==> config.mk <==
export PLATFORM = sky130hd
export DESIGN_NAME = intt_4_seq
export DESIGN_NICKNAME = d
export VERILOG_FILES = /design/src/rtl/ntt_pkg.sv /design/src/rtl/gs_butterfly.sv /design/src/rtl/intt_4_seq.sv
export SDC_FILE = /design/constraint.sdc
export NUM_CORES = 1
export LEC_CHECK = 0
export ABC_AREA = 1
export ABC_CLOCK_PERIOD_IN_PS = 10200
export CAP_MARGIN = 40
export CORE_MARGIN = 3
export CORE_UTILIZATION = 40
export DETAILED_ROUTE_END_ITERATION = 10
export HOLD_SLACK_MARGIN = 0.03
export PLACE_DENSITY = 0.66
export SLEW_MARGIN = 20
export SYNTH_ARGS = -nofsm -noshare
export SYNTH_HDL_FRONTEND = slang
export SYNTH_HIERARCHICAL = 1
export SYNTH_SLANG_ARGS = --single-unit
==> constraint.sdc <==
create_clock -name clk -period 10.2 [get_ports clk]
set_clock_uncertainty 0.15 [all_clocks]
set_input_delay 2.04 -clock clk [delete_from_list [all_inputs] [get_ports clk]]
set_output_delay 2.04 -clock clk [all_outputs]
set_load 0.005 [all_outputs]
==> src/rtl/ntt_pkg.sv <==
`default_nettype none
// ============================================================================
// Module      : ntt_pkg
// Description : Shared constants, FSM state type and Z_257 arithmetic for the
//               4-point inverse NTT datapath.
// Revision    : 1.0 - initial release
// ============================================================================
package ntt_pkg;

    localparam int              CW    = 9;
    localparam logic [CW:0]     Q     = 10'd257;
    localparam logic [CW-1:0]   W_INV = 9'd241;
    localparam logic [CW-1:0]   N_INV = 9'd193;

    typedef enum logic [2:0] {
        ST_IDLE  = 3'd0,
        ST_S1A   = 3'd1,
        ST_S1B   = 3'd2,
        ST_S2A   = 3'd3,
        ST_S2B   = 3'd4,
        ST_SCALE = 3'd5,
        ST_DONE  = 3'd6
    } state_t;

    // Single conditional subtract; enough for any 9-bit value.
    function automatic logic [CW-1:0] mod_reduce(input logic [CW-1:0] v);
        logic [CW:0] e;
        e = {1'b0, v};
        if (e >= Q) e = e - Q;
        return e[CW-1:0];
    endfunction

    function automatic logic [CW-1:0] mod_add(input logic [CW-1:0] x, input logic [CW-1:0] y);
        logic [CW:0] s;
        s = {1'b0, x} + {1'b0, y};
        if (s >= Q) s = s - Q;
        return s[CW-1:0];
    endfunction

    function automatic logic [CW-1:0] mod_sub(input logic [CW-1:0] x, input logic [CW-1:0] y);
        logic [CW:0] d;
        d = {1'b0, x} + Q - {1'b0, y};
        if (d >= Q) d = d - Q;
        return d[CW-1:0];
    endfunction

    // 2^8 == -1 (mod 257): fold the high byte of the product back as a subtract.
    function automatic logic [CW-1:0] mod_mul(input logic [CW-1:0] x, input logic [CW-1:0] y);
        logic [2*CW-1:0] p;
        logic [CW:0]     lo;
        logic [CW:0]     hi;
        logic [CW:0]     r;
        p  = {{CW{1'b0}}, x} * {{CW{1'b0}}, y};
        lo = {2'b00, p[7:0]};
        hi = p[2*CW-1:8];
        r  = lo + Q - hi;
        if (r >= Q) r = r - Q;
        return r[CW-1:0];
    endfunction

endpackage
`default_nettype wire

==> src/rtl/gs_butterfly.sv <==
`default_nettype none
// ============================================================================
// Module      : gs_butterfly
// Description : Combinational Gentleman-Sande butterfly over Z_257.
// Revision    : 1.0 - initial release
// ============================================================================
module gs_butterfly
    import ntt_pkg::*;
(
    input  logic [CW-1:0] x,
    input  logic [CW-1:0] y,
    input  logic [CW-1:0] t,
    output logic [CW-1:0] x_out,
    output logic [CW-1:0] y_out
);

    assign x_out = mod_add(x, y);
    assign y_out = mod_mul(mod_sub(x, y), t);

endmodule
`default_nettype wire

==> src/rtl/intt_4_seq.sv <==
`default_nettype none
// ============================================================================
// Module      : intt_4_seq
// Description : Sequential handshaked 4-point inverse NTT over Z_257 using one
//               shared butterfly. Define INTT_SCALE_EN to include the N^-1
//               scaling pass; otherwise the output is 4*a mod 257.
// Revision    : 1.0 - initial release
// ============================================================================
module intt_4_seq
    import ntt_pkg::*;
(
    input  logic              clk,
    input  logic              rst_n,
    input  logic              in_valid,
    output logic              in_ready,
    input  logic [4*CW-1:0]   an_in,
    output logic              out_valid,
    input  logic              out_ready,
    output logic [4*CW-1:0]   a_out,
    output logic              busy
);

    state_t              state_q, state_d;
    logic [CW-1:0]       r_q [4];
    logic [CW-1:0]       r_d [4];
    logic                out_valid_q, out_valid_d;
    logic [4*CW-1:0]     a_out_q, a_out_d;
`ifdef INTT_SCALE_EN
    logic [1:0]          cnt_q, cnt_d;
`endif

    logic [CW-1:0] bf_x, bf_y, bf_t, bf_xo, bf_yo;

    gs_butterfly u_bf (
        .x     (bf_x),
        .y     (bf_y),
        .t     (bf_t),
        .x_out (bf_xo),
        .y_out (bf_yo)
    );

    always_comb begin
        state_d     = state_q;
        r_d         = r_q;
        out_valid_d = out_valid_q;
        a_out_d     = a_out_q;
`ifdef INTT_SCALE_EN
        cnt_d       = cnt_q;
`endif
        bf_x        = r_q[0];
        bf_y        = r_q[2];
        bf_t        = 9'd1;

        case (state_q)
            ST_IDLE: begin
                if (in_valid) begin
                    for (int k = 0; k < 4; k++) r_d[k] = mod_reduce(an_in[k*CW +: CW]);
                    state_d = ST_S1A;
                end
            end
            ST_S1A: begin
                r_d[0]  = bf_xo;
                r_d[2]  = bf_yo;
                state_d = ST_S1B;
            end
            ST_S1B: begin
                bf_x    = r_q[1];
                bf_y    = r_q[3];
                bf_t    = W_INV;
                r_d[1]  = bf_xo;
                r_d[3]  = bf_yo;
                state_d = ST_S2A;
            end
            ST_S2A: begin
                bf_x    = r_q[0];
                bf_y    = r_q[1];
                r_d[0]  = bf_xo;
                r_d[1]  = bf_yo;
                state_d = ST_S2B;
            end
            ST_S2B: begin
                bf_x    = r_q[2];
                bf_y    = r_q[3];
                r_d[2]  = bf_xo;
                r_d[3]  = bf_yo;
`ifdef INTT_SCALE_EN
                cnt_d   = 2'd0;
                state_d = ST_SCALE;
`else
                out_valid_d = 1'b1;
                a_out_d     = {r_d[3], r_d[1], r_d[2], r_d[0]};
                state_d     = ST_DONE;
`endif
            end
`ifdef INTT_SCALE_EN
            ST_SCALE: begin
                // y = 0 turns the butterfly's lower leg into a plain multiply.
                bf_x       = r_q[cnt_q];
                bf_y       = '0;
                bf_t       = N_INV;
                r_d[cnt_q] = bf_yo;
                cnt_d      = cnt_q + 2'd1;
                if (cnt_q == 2'd3) begin
                    out_valid_d = 1'b1;
                    a_out_d     = {r_d[3], r_d[1], r_d[2], r_d[0]};
                    state_d     = ST_DONE;
                end
            end
`endif
            ST_DONE: begin
                if (out_ready) begin
                    out_valid_d = 1'b0;
                    state_d     = ST_IDLE;
                end
            end
            default: state_d = ST_IDLE;
        endcase
    end

    always_ff @(posedge clk or negedge rst_n) begin
        if (!rst_n) begin
            state_q     <= ST_IDLE;
            out_valid_q <= 1'b0;
            a_out_q     <= '0;
            for (int k = 0; k < 4; k++) r_q[k] <= '0;
        end else begin
            state_q     <= state_d;
            out_valid_q <= out_valid_d;
            a_out_q     <= a_out_d;
            for (int k = 0; k < 4; k++) r_q[k] <= r_d[k];
        end
    end

`ifdef INTT_SCALE_EN
    always_ff @(posedge clk or negedge rst_n) begin
        if (!rst_n) cnt_q <= 2'd0;
        else        cnt_q <= cnt_d;
    end
`endif

    assign in_ready  = (state_q == ST_IDLE) & rst_n;
    assign out_valid = out_valid_q;
    assign a_out     = a_out_q;
    assign busy      = (state_q != ST_IDLE);

endmodule
`default_nettype wire

==> results of run 1 <==
[through the flow]
step	setup TNS [ps]	setup WS, ps	hold slack [ps]	area, um^2
after floorplan	0	1008	298.8	9928
after global placement	0	321.3	319.2	11100
after detailed placement	0	201.6	320.2	11120
after CTS	0	104.2	336.7	11460
after global routing	-17.92	-13.83	365.4	11790
final	0	626.7	336.9	11790
[metal layers]
layer / up-vias / part of all wire (%) / global-route usage, %
li1: 4737 / - / -
met1: 4399 / 48 / 29.25
met2: 289 / 46 / 31.83
met3: 43 / 4.6 / 2.365
met4: 0 / 2.2 / 5.383
met5: - / 0 / 0
[placed cells by master, fill, tap and decap left out, types with 3 or more instances in the layout]
| cell | instances |
|---|---|
| clkbuf_16 | 9 |
| nand4_1 | 46 |
| inv_2 | 11 |
| xnor2_1 | 15 |
| nor2_1 | 122 |
| nor2_2 | 7 |
| nand2_4 | 24 |
| dfrtp_1 | 73 |
| nand2_2 | 20 |
| nand3_4 | 3 |
| nand3_1 | 116 |
| clkdlybuf4s50_1 | 77 |
| o21bai_1 | 4 |
| fa_1 | 52 |
| a22oi_1 | 6 |
| dfrtp_2 | 3 |
| a21oi_2 | 4 |
| nand2_8 | 3 |
| inv_1 | 246 |
| nand3b_1 | 9 |
| bufinv_16 | 3 |
| o22ai_1 | 23 |
| clkinv_1 | 3 |
| nand3_2 | 5 |
| ha_1 | 92 |
| o221ai_1 | 10 |
| conb_1 | 27 |
| o21ai_0 | 51 |
| buf_4 | 29 |
| nor2_4 | 6 |
| a21oi_1 | 51 |
| nand2_1 | 308 |
| nor3_1 | 4 |
| xor2_1 | 34 |
| o211ai_1 | 6 |
[state kept, by name, summed over array words and instances (netlist names)]
name,flops
r_q,36
a_out,36
state_q,3
out_valid,1
[worst max-delay path, delay by kind of cell, from the launching register on]
family / cells / cell delay (ps)
DFF: 1 / 500
AOI/OAI and AO/OA: 3 / 390
and+or+nand+nor: 24 / 2970
adders and majority gates: 10 / 3970
buffers and inverters: 10 / 1060
xor gates and xnor gates: 2 / 380
[what timing repair did]
item / in CTS / in global routing
hold buffers: 0 / 0
resized for setup: 0 / 33
buffers inserted: 0 / 18
setup endpoints to repair: 0 / 36
[worst max path at each step]
stage | end | cells past startpoint
2_1_floorplan | r_q[18] | 49
3_3_place_gp | r_q[14] | 53
3_5_place_dp | r_q[14] | 54
4_1_cts | r_q[23] | 54
5_1_grt | r_q[18] | 52
6_report | r_q[12] | 49
[area by class of cell]
type	count	area, um^2
clock buffer	9	225.2
timing repair buffer	107	1008
tap	319	399.1
clock inverter	7	122.6
multi-input combinational	1071	7142
inverter	261	982.2
fill	2388	12040
sequential	76	1906
[logic make-up after synthesis]
kind of cell | count (synthesis) | share of synthesized area, %
AND/OR/NAND/NOR | 679 | 32.72
buffers and inverters | 280 | 10.84
AO/OA/AOI/OAI | 164 | 9.822
adder cells (fa/ha/maj) | 147 | 22.75
flip-flops | 76 | 19.34
XOR/XNOR | 50 | 4.453
other | 2 | 0.07636
==> impl_metrics.toml, run 1 <==
[clock_network]
root_buffer = "clkbuf_16"
h-tree-depth = 3
tritoncts = "yes"
cts.clk_slew.worst_paths_ps = 60
cts_sinks = 76
clk_latency_ps = 340
cts_buffer_depth = 2
cts_made_buffers = 9

[detailed_routing]
drtIter0Drc = 723
ant_nets = 0
vias = 9468
firstDrtPassIters = 8
vias_per_cell = 5.118
wl_per_cell_um = 14.76
routed_wl_um = 27310
drc_errors = 0

[grt]
grt_pass1_wl_um = 43930
grt_max_degree = 85
grt_use_total_pct = 20.15
antenna_found_initial = 0
grt_overflow = 0
grt_pass1_vias = 8786

[yosys]
synth.top_cell.area_share_pct = 19.34
synth_area_per_cell_um2 = 7.035
ys_ff_latch = 76
synth_area_mm2 = 0.009834
synthArstFlopShare_pct = 100.0
yosys-top-cells-count = "313 x nand2_1, 247 x inv_1, 125 x nor2_1"
syn-instance-count = 1398
synthMostInstantiatedCell = "nand2_1"
ys_warn_count = 6
ys_types = 45
synth_edf_count = 0
yosysSeqAreaShare_pct = 19.34
synth_largest_area_cell = "dfrtp_1"
netlist_top_cells_area = "dfrtp_1 19%, ha_1 12%, nand2_1 12%"
ys.flop_type = "dfrtp_1"

[setup_path]
cp-startpoint = "state_q[1]"
crit_arrival_ps = 9650
cp_data_required_time_ps = 10280
rr_worst_depth = 49
critPathMostFrequentCell = "inv_1"
crit_path_end_kind = "register"
crit_type = "register to register"
r2r_end = "r_q[12]"
r2r_setup_slack_ps = 630
crit_fanout = 11
r2r-start = "state_q[1]"
start_kind = "register"
slowest_delay_ps = 530
cp_slowest_cell = "fa_1"

[sta]
timing.final.crit_share_pct = 93.86
setup-violations-final = 0
drv_slew = 0
relSlewSlack_pct = 49.42
final_hold_viol_count = 0
fmax_ghz = 0.1045
worstMarginPinSlew_ps = 758.7
period_needed_ps = 9573

[placed_design]
dp.cells = 1812
hpwl_um = 21990
place.gp.congestion = 0.9100
portBuffers = 78

[floorplan]
die_height_um = 162.8
start_util_pct = 41.28
boundaryPins = 79
dieArea_mm2 = 0.02650
die_w_um = 162.8
num_rows = 56
fp.coreArea_mm2 = 0.02382

[worst_hold_path]
min-delay-start = "a_out[3]"
hold_path.class = "register to register"
hold_path_end = "a_out[3]"
hold_depth = 2

[final_layout]
instances_no_fill = 1850
areaGrowthSynthToFinish_pct = 19.84
finalNetCount = 1713
drive_above_1_share_pct = 9.667
n_antenna_cell = 0
fin_util_pct = 49.47

[outcome]
outcome = "finished clean"

[flow_run]
maxCapViolCount = 0
Power of run 1 is not shown: default switching activity piles up to over one toggle a cycle in this logic, so the estimate is an artifact.
==> run 2, diff against run 1 <==
--- a/config.mk
+++ b/config.mk
@@ -11,7 +11,7 @@
 export CORE_MARGIN = 3
 export CORE_UTILIZATION = 40
 export DETAILED_ROUTE_END_ITERATION = 10
-export HOLD_SLACK_MARGIN = 0.03
+export HOLD_SLACK_MARGIN = 0.06
 export PLACE_DENSITY = 0.66
 export SLEW_MARGIN = 20
 export SYNTH_ARGS = -nofsm -noshare
==> constraint.sdc (replaced) <==
create_clock -name clk -period 10.2 [get_ports clk]
set_clock_uncertainty 0.15 [all_clocks]
set_input_delay 1.02 -clock clk [delete_from_list [all_inputs] [get_ports clk]]
set_output_delay 1.02 -clock clk [all_outputs]
set_load 0.005 [all_outputs]
==> results of run 2 <==
Same layout as run 1 (identical final DEF). Status: finished clean.
Main changes from that run: hold slack 336.9 ps -> 303.5 ps
Power of run 2 is left out for the same reason.
==> run 3, diff against run 2 <==
--- a/config.mk
+++ b/config.mk
@@ -12,6 +12,7 @@
 export CORE_UTILIZATION = 40
 export DETAILED_ROUTE_END_ITERATION = 10
 export HOLD_SLACK_MARGIN = 0.06
+export MAX_ROUTING_LAYER = met4
 export PLACE_DENSITY = 0.66
 export SLEW_MARGIN = 20
 export SYNTH_ARGS = -nofsm -noshare
==> impl_metrics.toml, run 3 (synthesis results as in run 1) <==
[grt]
use_met3_pct = 1.882
grt_max_degree = 85
grt_use_met2_pct = 32.28
antenna_found_initial = 0
grt_pass1_wl_um = 43730
grt_use_total_pct = 20.70
met1_usage_pct = 29.38
grt_pass1_vias = 8715
grt_overflow = 0
grt.busiest_layer = "met2"

[floorplan]
num_rows = 56
die_w_um = 162.8
boundaryPins = 79
die_height_um = 162.8
start_util_pct = 41.28
fp.coreArea_mm2 = 0.02382
dieArea_mm2 = 0.02650

[clock_network]
tritoncts = "yes"
root_buffer = "clkbuf_16"
cts_made_buffers = 9
hold_buffers = 0
cts.clk_slew.worst_paths_ps = 60
h-tree-depth = 3
cts_sinks = 76
clk_latency_ps = 350
cts_buffer_depth = 2

[setup_path]
r2r-start = "state_q[0]"
critPathMostFrequentCell = "nand2_1"
crit_arrival_ps = 9730
crit_cells = 53
crit_end = "r_q[16]"
crit_path_end_kind = "register"
cp-startpoint = "state_q[0]"
cpLargestDelayFamily = "adder cells"
start_kind = "register"
crit_type = "register to register"
rr_worst_depth = 53
cp_slowest_cell = "fa_1"
crit_fanout = 11
slowest_delay_ps = 590
r2r_end = "r_q[16]"
cp_data_required_time_ps = 10270
r2r_setup_slack_ps = 550
cp.buffers_inverters = 7

[detailed_routing]
routed_wl_um = 27040
vias = 9506
firstDrtPassIters = 5
drc_errors = 0
drtIter0Drc = 763
vias_per_cell = 5.150
wl_per_cell_um = 14.65
ant_nets = 0

[sta]
period_needed_ps = 9652
timing.final.crit_share_pct = 94.63
final_hold_viol_count = 0
relSlewSlack_pct = 51.36
setup-violations-final = 0
fmax_ghz = 0.1036
worstMarginPinSlew_ps = 729.6
drv_slew = 0

[final_layout]
layout_commonest_cell = "nand2_1"
design_area_mm2 = 0.01178
seq_area_mm2 = 0.001906
finalNetCount = 1709
final_cell_mix = "309 x nand2_1, 247 x inv_1, 123 x nor2_1, 115 x nand3_1, 90 x ha_1"
multi_input_area_mm2 = 0.007153
fin_util_pct = 49.46
n_antenna_cell = 0
instances_no_fill = 1846
nFillCells = 2418
drive_above_1_share_pct = 9.430
areaGrowthSynthToFinish_pct = 19.81

[placed_design]
portBuffers = 78
place_area_mm2 = 0.01112
dp.cells = 1812
place.gp.congestion = 0.9164
hpwl_um = 21830

[outcome]
outcome = "finished clean"

[worst_hold_path]
hold_path.class = "register to register"

[flow_run]
maxCapViolCount = 0
run 3: cell types whose count changed in the layout (fill, tap and decap cells not counted), sizes merged:
cell      before  now
clkinv         3    5
inv          260  259
buf           30   26
clkbuf         9   10
nand4         48   47
clkinvlp       2    1
run 3: what timing repair did:
action | in CTS | in global routing
hold endpoints to repair | 0 | 0
resized for setup | 0 | 36
setup endpoints to repair | 0 | 36
buffers inserted | 0 | 15
run 3: worst register-to-register path: cells and delay by family, from the launching register on:
kind / cells / cell delay (ps)
simple gates: 29 / 3300
flops: 1 / 470
xor+xnor: 2 / 400
compound gates: 5 / 550
fa+ha+maj: 10 / 4080
buf+inv: 7 / 580
run 3: stage by stage:
stage | TNS (ps) | setup slack (ps) | hold WS [ps]
after CTS | 0 | 79.79 | 332.5
after global placement | 0 | 278.2 | 316.2
after global routing | -217.6 | -63.93 | 354.8
after detailed placement | 0 | 146.5 | 316.1
final | 0 | 547.7 | 328.9
after floorplan | 0 | 1008 | 298.8
run 3: cell type report:
type / instances / area share, %
well taps: 319 / 3.387
flip-flops and latches: 76 / 16.17
clock inverters: 7 / 1.051
inverters: 261 / 8.336
repair buffers: 104 / 8.432
multi-input cells: 1070 / 60.71
clock buffers: 9 / 1.911
run 3: worst min path at each step:
stage               startpoint  endpoint  slack [ps]  cells after the start
CTS                    r_q[34]   r_q[34]         330                      2
global placement       r_q[34]   r_q[34]         320                      2
floorplan              r_q[34]   r_q[34]         300                      2
detailed placement     r_q[34]   r_q[34]         320                      2
finish                  r_q[6]    r_q[6]         330                      2
global route          a_out[6]  a_out[6]         350                      2
run 3: layer usage:
layer | routed length [um] | up-vias
met1 | 12680 | 4422
met4 | 520 | 0
met3 | 1375 | 40
li1 | - | 4723
met2 | 12460 | 321
met5 | 0 | -
Power of run 3 is left out for the same reason.
